--- src/rtl/decrypt_pkg.sv ---
// Shared constants for the RC4-style message decryptor.
// Holds the state encoding (output flags folded into the upper code bits),
// the default message length and the legal-plaintext character test.
package decrypt_pkg;

  localparam int unsigned MSG_LEN_DEF = 32;
  localparam int unsigned BYTE_W      = 8;
  localparam int unsigned STATE_W     = 9;

  // bit8 invalid, bit7 done, bit6 S-RAM wren, bit5 dc-RAM wren, bits4:0 id
  typedef enum logic [STATE_W-1:0] {
    IDLE        = 9'b0_0000_0001,
    INC_I       = 9'b0_0000_0010,
    LOAD_I      = 9'b0_0000_0011,
    READ_I      = 9'b0_0000_0100,
    SAVE_I      = 9'b0_0000_0101,
    CALC_J      = 9'b0_0000_0110,
    LOAD_J      = 9'b0_0000_0111,
    READ_J      = 9'b0_0000_1000,
    SAVE_J      = 9'b0_0000_1001,
    WRITE_I     = 9'b0_0100_1010,
    WRITE_J     = 9'b0_0100_1011,
    CALC_F_IND  = 9'b0_0000_1110,
    LOAD_F_IND  = 9'b0_0000_1111,
    READ_F_IND  = 9'b0_0001_0000,
    LOAD_ENC    = 9'b0_0001_0001,
    READ_ENC    = 9'b0_0001_0010,
    CHK_DC_DATA = 9'b0_0001_0011,
    WRITE_DC    = 9'b0_0010_0100,
    CHK_DONE    = 9'b0_0001_0101,
    INC_K       = 9'b0_0001_0110,
    DONE        = 9'b0_1000_0111,
    INVALID_D   = 9'b1_0000_1000,
    XOR_F_EN    = 9'b0_0001_1001
  } state_e;

  // Plaintext must be lower-case ASCII or a space.
  function automatic logic is_legal_char(input logic [BYTE_W-1:0] c);
    return (c == 8'd32) || ((c >= 8'd97) && (c <= 8'd122));
  endfunction

endpackage

--- src/rtl/decrypt_msg.sv ---
// RC4 keystream generator + XOR decryptor for a MSG_LEN-byte message.
// Ports:
//   clk, reset          : clock, synchronous active-high reset
//   start               : level request; sampled in IDLE / DONE / INVALID_D
//   dm_w_q              : S-array RAM read data (1-cycle latency)
//   dm_en_r_q           : encrypted ROM read data (1-cycle latency)
//   dm_w_address/_data/_wren      : S-array RAM port
//   dm_en_r_address     : encrypted ROM address (k)
//   dm_dc_address/_data/_wren     : decrypted RAM write port
//   dm_done, dm_invalid : terminal status flags
module decrypt_msg
  import decrypt_pkg::*;
#(
  parameter int unsigned MSG_LEN = MSG_LEN_DEF
) (
  input  logic              clk,
  input  logic              reset,
  input  logic              start,
  input  logic [BYTE_W-1:0] dm_w_q,
  input  logic [BYTE_W-1:0] dm_en_r_q,
  output logic [BYTE_W-1:0] dm_w_address,
  output logic [BYTE_W-1:0] dm_w_data,
  output logic              dm_w_wren,
  output logic [BYTE_W-1:0] dm_en_r_address,
  output logic [BYTE_W-1:0] dm_dc_address,
  output logic [BYTE_W-1:0] dm_dc_data,
  output logic              dm_dc_wren,
  output logic              dm_done,
  output logic              dm_invalid
);

  localparam logic [BYTE_W-1:0] K_LAST = BYTE_W'(MSG_LEN - 1);

  state_e            state_q, state_d;
  logic [BYTE_W-1:0] i_q, i_d, j_q, j_d, k_q, k_d;
  logic [BYTE_W-1:0] si_q, si_d, sj_q, sj_d, f_q, f_d, dc_q, dc_d;
  logic [BYTE_W-1:0] f_ind;

  // Keystream index; the swap leaves the sum of the two swapped bytes unchanged.
  assign f_ind = si_q + sj_q;

  // Status and write enables come straight from the state code bits.
  assign dm_invalid = state_q[8];
  assign dm_done    = state_q[7];
  assign dm_w_wren  = state_q[6];
  assign dm_dc_wren = state_q[5];

  // State and datapath registers.
  always_ff @(posedge clk) begin
    if (reset) begin
      state_q <= IDLE;
      i_q     <= '0;
      j_q     <= '0;
      k_q     <= '0;
      si_q    <= '0;
      sj_q    <= '0;
      f_q     <= '0;
      dc_q    <= '0;
    end else begin
      state_q <= state_d;
      i_q     <= i_d;
      j_q     <= j_d;
      k_q     <= k_d;
      si_q    <= si_d;
      sj_q    <= sj_d;
      f_q     <= f_d;
      dc_q    <= dc_d;
    end
  end

  // Next state, datapath updates and memory port drive.
  // Read addresses are held through LOAD/READ/SAVE so the RAM output stays
  // stable when it is captured.
  always_comb begin
    state_d         = state_q;
    i_d             = i_q;
    j_d             = j_q;
    k_d             = k_q;
    si_d            = si_q;
    sj_d            = sj_q;
    f_d             = f_q;
    dc_d            = dc_q;
    dm_w_address    = '0;
    dm_w_data       = '0;
    dm_en_r_address = '0;
    dm_dc_address   = '0;
    dm_dc_data      = '0;

    case (state_q)
      IDLE: begin
        i_d = '0;
        j_d = '0;
        k_d = '0;
        if (start) state_d = INC_I;
      end
      INC_I: begin
        i_d     = i_q + 8'd1;
        state_d = LOAD_I;
      end
      LOAD_I: begin
        dm_w_address = i_q;
        state_d      = READ_I;
      end
      READ_I: begin
        dm_w_address = i_q;
        state_d      = SAVE_I;
      end
      SAVE_I: begin
        dm_w_address = i_q;
        si_d         = dm_w_q;
        state_d      = CALC_J;
      end
      CALC_J: begin
        j_d     = j_q + si_q;
        state_d = LOAD_J;
      end
      LOAD_J: begin
        dm_w_address = j_q;
        state_d      = READ_J;
      end
      READ_J: begin
        dm_w_address = j_q;
        state_d      = SAVE_J;
      end
      SAVE_J: begin
        dm_w_address = j_q;
        sj_d         = dm_w_q;
        state_d      = WRITE_I;
      end
      WRITE_I: begin
        dm_w_address = i_q;
        dm_w_data    = sj_q;
        state_d      = WRITE_J;
      end
      WRITE_J: begin
        dm_w_address = j_q;
        dm_w_data    = si_q;
        state_d      = LOAD_F_IND;
      end
      CALC_F_IND: state_d = LOAD_F_IND;
      LOAD_F_IND: begin
        dm_w_address = f_ind;
        state_d      = READ_F_IND;
      end
      READ_F_IND: begin
        dm_w_address = f_ind;
        state_d      = LOAD_ENC;
      end
      LOAD_ENC: begin
        dm_w_address    = f_ind;
        dm_en_r_address = k_q;
        f_d             = dm_w_q;
        state_d         = READ_ENC;
      end
      READ_ENC: begin
        dm_en_r_address = k_q;
        state_d         = XOR_F_EN;
      end
      XOR_F_EN: begin
        dm_en_r_address = k_q;
        dc_d            = f_q ^ dm_en_r_q;
        state_d         = CHK_DC_DATA;
      end
      CHK_DC_DATA: begin
        dm_en_r_address = k_q;
        state_d         = is_legal_char(dc_q) ? WRITE_DC : INVALID_D;
      end
      WRITE_DC: begin
        dm_en_r_address = k_q;
        dm_dc_address   = k_q;
        dm_dc_data      = dc_q;
        state_d         = CHK_DONE;
      end
      CHK_DONE: begin
        dm_en_r_address = k_q;
        state_d         = (k_q == K_LAST) ? DONE : INC_K;
      end
      INC_K: begin
        k_d     = k_q + 8'd1;
        state_d = INC_I;
      end
      DONE, INVALID_D: begin
        if (!start) state_d = IDLE;
      end
      default: state_d = IDLE;
    endcase
  end

endmodule

--- config.mk ---
export PLATFORM = sky130hd
export DESIGN_NAME = decrypt_msg
export DESIGN_NICKNAME = d
export VERILOG_FILES = /design/src/rtl/decrypt_pkg.sv /design/src/rtl/decrypt_msg.sv
export SDC_FILE = /design/constraint.sdc
export NUM_CORES = 1
export LEC_CHECK = 0
export CAP_MARGIN = 40
export CELL_PAD_IN_SITES_DETAIL_PLACEMENT = 1
export CELL_PAD_IN_SITES_GLOBAL_PLACEMENT = 1
export CORE_MARGIN = 4
export CORE_UTILIZATION = 38
export CTS_BUF_LIST = sky130_fd_sc_hd__clkbuf_2 sky130_fd_sc_hd__clkbuf_4 sky130_fd_sc_hd__clkbuf_8
export DETAILED_ROUTE_END_ITERATION = 10
export PLACE_DENSITY_LB_ADDON = 0.1
export SLEW_MARGIN = 20
export SYNTH_ARGS = -nofsm -noshare
export SYNTH_HDL_FRONTEND = slang
export SYNTH_SLANG_ARGS = --single-unit
--- constraint.sdc ---
create_clock -name clk -period 2.3 [get_ports clk]
set_input_delay 0.345 -clock clk [delete_from_list [all_inputs] [get_ports clk]]
set_output_delay 0.345 -clock clk [all_outputs]
set_load 0.02 [all_outputs]
======== After elaboration in Yosys (flattened, before gate mapping) ========
Index checks and enable logic that the tools add are counted.
storage, ports and cells
  register bits ........................... 65
  logic and storage cells ................. 67
  output and inout port bits .............. 44
  input port bits ......................... 19
cells by class
  multiplexer cells ....................... 13
  reductions and logical operators ........ 12
  add/subtract/negate cells ............... 4
  order comparisons ....................... 2
  bitwise gates (word level) .............. 1
  eq/ne operators ......................... 27
operator list
  kind                 count
  $pmux 9 s21          1
  $pmux 8 s2           4
  $eq 9x5->1 const B   7
  $eq 9x3->1 const B   4
  $eq 9x4->1 const B   4
  $mux 8               4
  $mux 9               3
  $pmux 8 s3           1
  $eq 9x2->1 const B   2
  $eq 9x7->1 const B   2
  $add 8x1->8 const B  2
  $add 8x8->8          2
  $eq 9x1->1 const B   1
  $eq 9x6->1 const B   1
  $eq 9x8->1 const B   1
  $eq 9x9->1 const B   1
  $eq 8x5->1 const B   1
  $eq 8x6->1 const B   1
  $ge 8x7->1 const B   1
  $le 8x7->1 const B   1
  $reduce_or 4->1      2
  $xor 8x8->8          1
  $reduce_bool 2->1    3
  $reduce_or 6->1      1
  other kinds (6)      8

======== Logic depth before layout (Yosys ltp) ========
  depth in word-level cells ............... 5
  mapped depth ............................ 9
  depth with buffers taken out ............ 9

======== Worst setup path after synthesis ========
No wires, ideal clock.
  path type ............................... register to output
  start ................................... register state_q[8]
  end ..................................... output dm_en_r_address[0]
  slack ................................... -0.139 ns
  buffers on the path ..................... 2
  arrival ................................. 2.094 ns
  cell stages (with the launch flop) ...... 7
  required time ........................... 1.955 ns
  cell sequence ........................... dfxtp_1 > buf_6 > or2_2 > buf_2 > nor4_1 > a311oi_1 > nor2b_1
on the way
  longest elaborated chain between the ends .. 3
  elaborated cells between the ends (all ways) .. 8
  those cells by class .................... eq/ne: 6; mux: 1; reduce/logical: 1
ends and longest elaborated chain
  what                                      RTL line           source
  from (decl)                               decrypt_msg.sv:34  state_e state_q, state_d;
  from (signal assigned)                    decrypt_msg.sv:60  state_q <= state_d;
  $eq 9x5->1 or $eq 9x6->1 (tied branches)  decrypt_msg.sv:89  case (state_q)
  $reduce_or 6->1 (no line) (*)             n/a
  $mux 8 (*)                                decrypt_msg.sv:89
  to (decl)                                 decrypt_msg.sv:24  output logic [BYTE_W-1:0] dm_en_r_address,
Every way passes the cells marked *; elsewhere a longest branch is shown, timed or not.

======== Worst setup path in the final report ========
  start ................................... register state_q[6]
  end ..................................... output dm_w_address[4]
on the way
  longest elaborated chain between the ends .. 3
  elaborated cells between the ends (all ways) .. 15
  those cells by class .................... eq/ne: 11; mux: 1; reduce/logical: 3
ends and longest elaborated chain
  what                                                          RTL line           source
  $eq 9x7->1, or another cell as far along                      decrypt_msg.sv:89
  $reduce_or 4->1 (no line) or $reduce_or 3->1 (tied branches)  n/a
  $pmux 8 s3 (*)                                                decrypt_msg.sv:89
  to (decl)                                                     decrypt_msg.sv:21  output logic [BYTE_W-1:0] dm_w_address,
Marked as above.

==> results_dict.tcl <==
set metrics [dict create \
    outcome "finished with violations" \
    violated_checks "negative setup slack" \
    place.detailed.instances 761 \
    numPortBuffers 62 \
    portion_of_the_clock_cycle_consumed_by_the_worst_path_in_the_final_layout_pct 113 \
    reg2reg_to "k_q[2]" \
    cp_top_family "buffers and inverters" \
    synth_fp_nets 535 \
    fin_worst_skew_ns 0.0167 \
    cpMaxStageDelayCell "sky130_fd_sc_hd__dfxtp_4" \
    drt-pass1-iter-count 5 \
    placed_area_sq_um 5440 \
    first_global_vias 5025 \
    worstSetupStartpointType "flip-flop" \
    synth-edff-count 0 \
    io-pin-count 63 \
    chipHeight_microns 112 \
    worst-setup-path-type "reg2out" \
    chipWidth_microns 112 \
    hold_path_end "state_q[0]" \
    report.power.total_w 0.00476 \
    clk_root_buffer_cell "sky130_fd_sc_hd__clkbuf_8" \
    final_antenna_net_count 0 \
    area_of_the_die_sq_um 12500 \
    fraction_of_registers_with_async_set_reset_pct 0 \
    via_count 4654 \
    hold_path_depth 4 \
    reg2reg_depth 10 \
    stdcell_count 815 \
    fin_setup_tns_ns -6.14 \
    grt_start_max_net_pins 42 \
    setup_repair_after_global_routing_missed_its_margin "yes" \
    post_route_cells_drive_above_1_share_pct 45.1 \
    syn-cell-area_sq_um 4080 \
    final_cell_area_sq_um 6600 \
    wire_per_inst_microns 21.9 \
    fin_worst_hold_slack_ns 0.439 \
    required_ns 1.96 \
    hold_path.class "in2reg" \
    cts-htree-levels 3 \
    worst_pin_slew_ns 0.682 \
    flow.area_growth_from_synthesis_pct 61.8 \
    insertion_delay_ns 0.36 \
    dpl.hpwl_mm 11.2 \
    grt_pass1_wl_mm 26.5 \
    synth_area_per_cell_sq_um 8.20 \
    design.final.nets 711 \
    core_area_sq_um 10400 \
    synth_flop_cell "sky130_fd_sc_hd__dfxtp_1" \
    antenna_found_initial 0 \
    multi_input_area_sq_um 3130 \
    max-vdd-ir-drop_mv 0.363 \
    regToRegStartpoint "state_q[8]" \
    timing.final.setup_violations 44 \
    path_clk_slew_ns 0.08 \
    crit_arrival_ns 2.26 \
    power_per_cell_area_nw_per_um2 721 \
    min_period_ns 2.61 \
    tritoncts "yes" \
    cts_buffers 9 \
    global_route.overflow_total 0 \
    drv_cap 0 \
    cts.sink_count 65 \
    place.gp.congestion 0.914 \
    synth_sequential_area_ratio_pct 31.9 \
    final-hold-violation-count 0 \
    ff2ff_setup_slack_ns -0.03 \
    diodes 0 \
    drt-vias-per-instance 5.71 \
    timing.critical_path.cells "buf_6 > buf_6 > nand4_1 > buf_4 > nor3_4 > a211o_4 > buf_6 > a221o_1 > buf_6" \
    critPathCaptureType "primary output" \
    relative_slew_slack_pct 53.4 \
    placementRows 37 \
    hold_path_startpoint "reset" \
    ys_seq_elements 65 \
    cts_max_path_buffers 2 \
    initial_utilization_pct 39.2 \
    yosys.cell_types.count 66 \
    cts.hold.buffers_added 0 \
    synthesis_warning_total 0 \
    cp_max_fo 4 \
    totalWireLength_mm 17.8 \
    timing.critical_path.mode_cell "sky130_fd_sc_hd__buf_6" \
    timing.final.ws_setup_ns -0.307 \
    ff_latch_area_sq_um 1330 \
    detailedRoute.firstIterationViolations 325 \
    global_route_usage_over_all_layers_pct 26.3 \
    timing.critical_path.buf_inv 5 \
    remaining_drc_errors 0 \
    critPathMaxStageDelay_ns 0.36 \
    total_leakage_power_nw 2.74 \
    drv_slew 0 \
    synthCells 498 \
    fillerInstances 1217 \
    fmax_ghz 0.384 \
]
## per-stage QoR
step / util, % / setup slack (ns)
floorplan: - / -0.0488
global route: 63.4 / -0.379
detailed placement: 52.2 / -0.460
CTS: 59.7 / -0.299
finish: 63.4 / -0.307
global placement: 52.2 / -0.450
## synth_stat cells, types with 10 or more instances
library cell / instances / share of area (%)
sky130_fd_sc_hd__a22oi_1: 11 / 2.0
sky130_fd_sc_hd__ha_1: 16 / 4.9
sky130_fd_sc_hd__mux2i_1: 27 / 6.6
sky130_fd_sc_hd__and2_1: 17 / 2.6
sky130_fd_sc_hd__o21ai_0: 24 / 2.9
sky130_fd_sc_hd__xnor2_1: 15 / 3.2
sky130_fd_sc_hd__nor2_1: 88 / 8.1
sky130_fd_sc_hd__clkbuf_1: 11 / 1.0
sky130_fd_sc_hd__inv_1: 10 / 0.92
sky130_fd_sc_hd__nand3_1: 12 / 1.5
sky130_fd_sc_hd__dfxtp_1: 65 / 32
sky130_fd_sc_hd__a21oi_1: 29 / 3.6
sky130_fd_sc_hd__nand2_1: 17 / 1.6
sky130_fd_sc_hd__nor3_1: 12 / 1.5
## timing repair
item	4_1_cts	5_1_grt
setup buffers	33	12
pin swaps	32	32
endpoints found under the setup margin	45	58
resized for setup	319	91
cloned	2	0
## worst register-to-register path: stages (launching register included)
cell                      delay, ns
sky130_fd_sc_hd__dfxtp_2       0.33
sky130_fd_sc_hd__buf_6         0.12
sky130_fd_sc_hd__buf_6         0.11
sky130_fd_sc_hd__buf_6         0.12
sky130_fd_sc_hd__buf_6         0.11
sky130_fd_sc_hd__or4b_4        0.57
sky130_fd_sc_hd__or3_4         0.48
sky130_fd_sc_hd__nand2_4       0.12
sky130_fd_sc_hd__o21ai_2       0.07
sky130_fd_sc_hd__a21oi_2       0.13
sky130_fd_sc_hd__nor2_1        0.05
## report_power, final
part / total, W / leakage [nW] / switching, W / internal, W
combinational: 0.00234 / 2.10 / 0.00124 / 0.00110
sequential: 0.00127 / 0.531 / 0.0000746 / 0.00119
clock: 0.00116 / 0.116 / 0.000534 / 0.000624
total: 0.00476 / 2.74 / 0.00185 / 0.00291
## logic make-up (layout without fill, tap and decap cells)
logic type / count (synthesis) / in the layout / synth area share (%)
mux: 30 / 30 / 7.45
flops: 65 / 65 / 31.9
xor+xnor: 24 / 24 / 5.15
buf+inv: 35 / 216 / 4.20
compound gates: 114 / 114 / 18.2
simple gates: 212 / 212 / 27.2
fa+ha+maj: 18 / 18 / 5.88
## worst max path at each step
stage	cells past startpoint	startpoint	end	slack, ns
floorplan	6	state_q[5]	dm_en_r_address[0]	-0.05
global placement	8	si_q[1]	dm_w_address[7]	-0.45
detailed placement	8	si_q[1]	dm_w_address[7]	-0.46
CTS	8	state_q[6]	dm_w_address[6]	-0.30
global route	8	si_q[3]	dm_w_address[6]	-0.38
finish	9	state_q[6]	dm_w_address[4]	-0.31
## area by class of cell
class | count | share of cell area (%)
Multi-Input combinational cell | 398 | 47.3
Tap cell | 136 | 2.58
Clock buffer | 9 | 1.88
Timing Repair Buffer | 190 | 25.9
Clock inverter | 7 | 1.55
Inverter | 10 | 0.568
Sequential cell | 65 | 20.1
## cell usage in the layout (no fill, tap or decap), types with 9 or more instances in the layout
| master | Yosys | layout |
|---|---|---|
| sky130_fd_sc_hd__and2_4 | 0 | 16 |
| sky130_fd_sc_hd__mux2i_1 | 27 | 27 |
| sky130_fd_sc_hd__nor2_1 | 88 | 80 |
| sky130_fd_sc_hd__dfxtp_1 | 65 | 52 |
| sky130_fd_sc_hd__clkbuf_8 | 0 | 9 |
| sky130_fd_sc_hd__ha_1 | 16 | 14 |
| sky130_fd_sc_hd__xnor2_1 | 15 | 15 |
| sky130_fd_sc_hd__a21oi_1 | 29 | 25 |
| sky130_fd_sc_hd__clkdlybuf4s50_1 | 0 | 21 |
| sky130_fd_sc_hd__o21ai_0 | 24 | 12 |
| sky130_fd_sc_hd__buf_4 | 0 | 106 |
| sky130_fd_sc_hd__buf_6 | 4 | 61 |
| sky130_fd_sc_hd__nand2_1 | 17 | 14 |
| sky130_fd_sc_hd__o21ai_2 | 1 | 10 |
| sky130_fd_sc_hd__nand3_1 | 12 | 12 |
| sky130_fd_sc_hd__nor3_1 | 12 | 10 |
## routing by layer
layer	global-route usage, %	routed length, microns	up-vias
met1	31.1	7260	2350
met4	9.49	460	0
li1	-	-	2133
met3	4.35	638	40
met5	0	0	-
met2	47.4	9480	131
## state kept, by name, summed over array words and instances (netlist names)
| signal | count |
|---|---|
| state_q | 9 |
| dc_q | 8 |
| f_q | 8 |
| i_q | 8 |
| j_q | 8 |
| k_q | 8 |
| si_q | 8 |
| sj_q | 8 |
No activity file was read; power rests on OpenSTA's default activity.
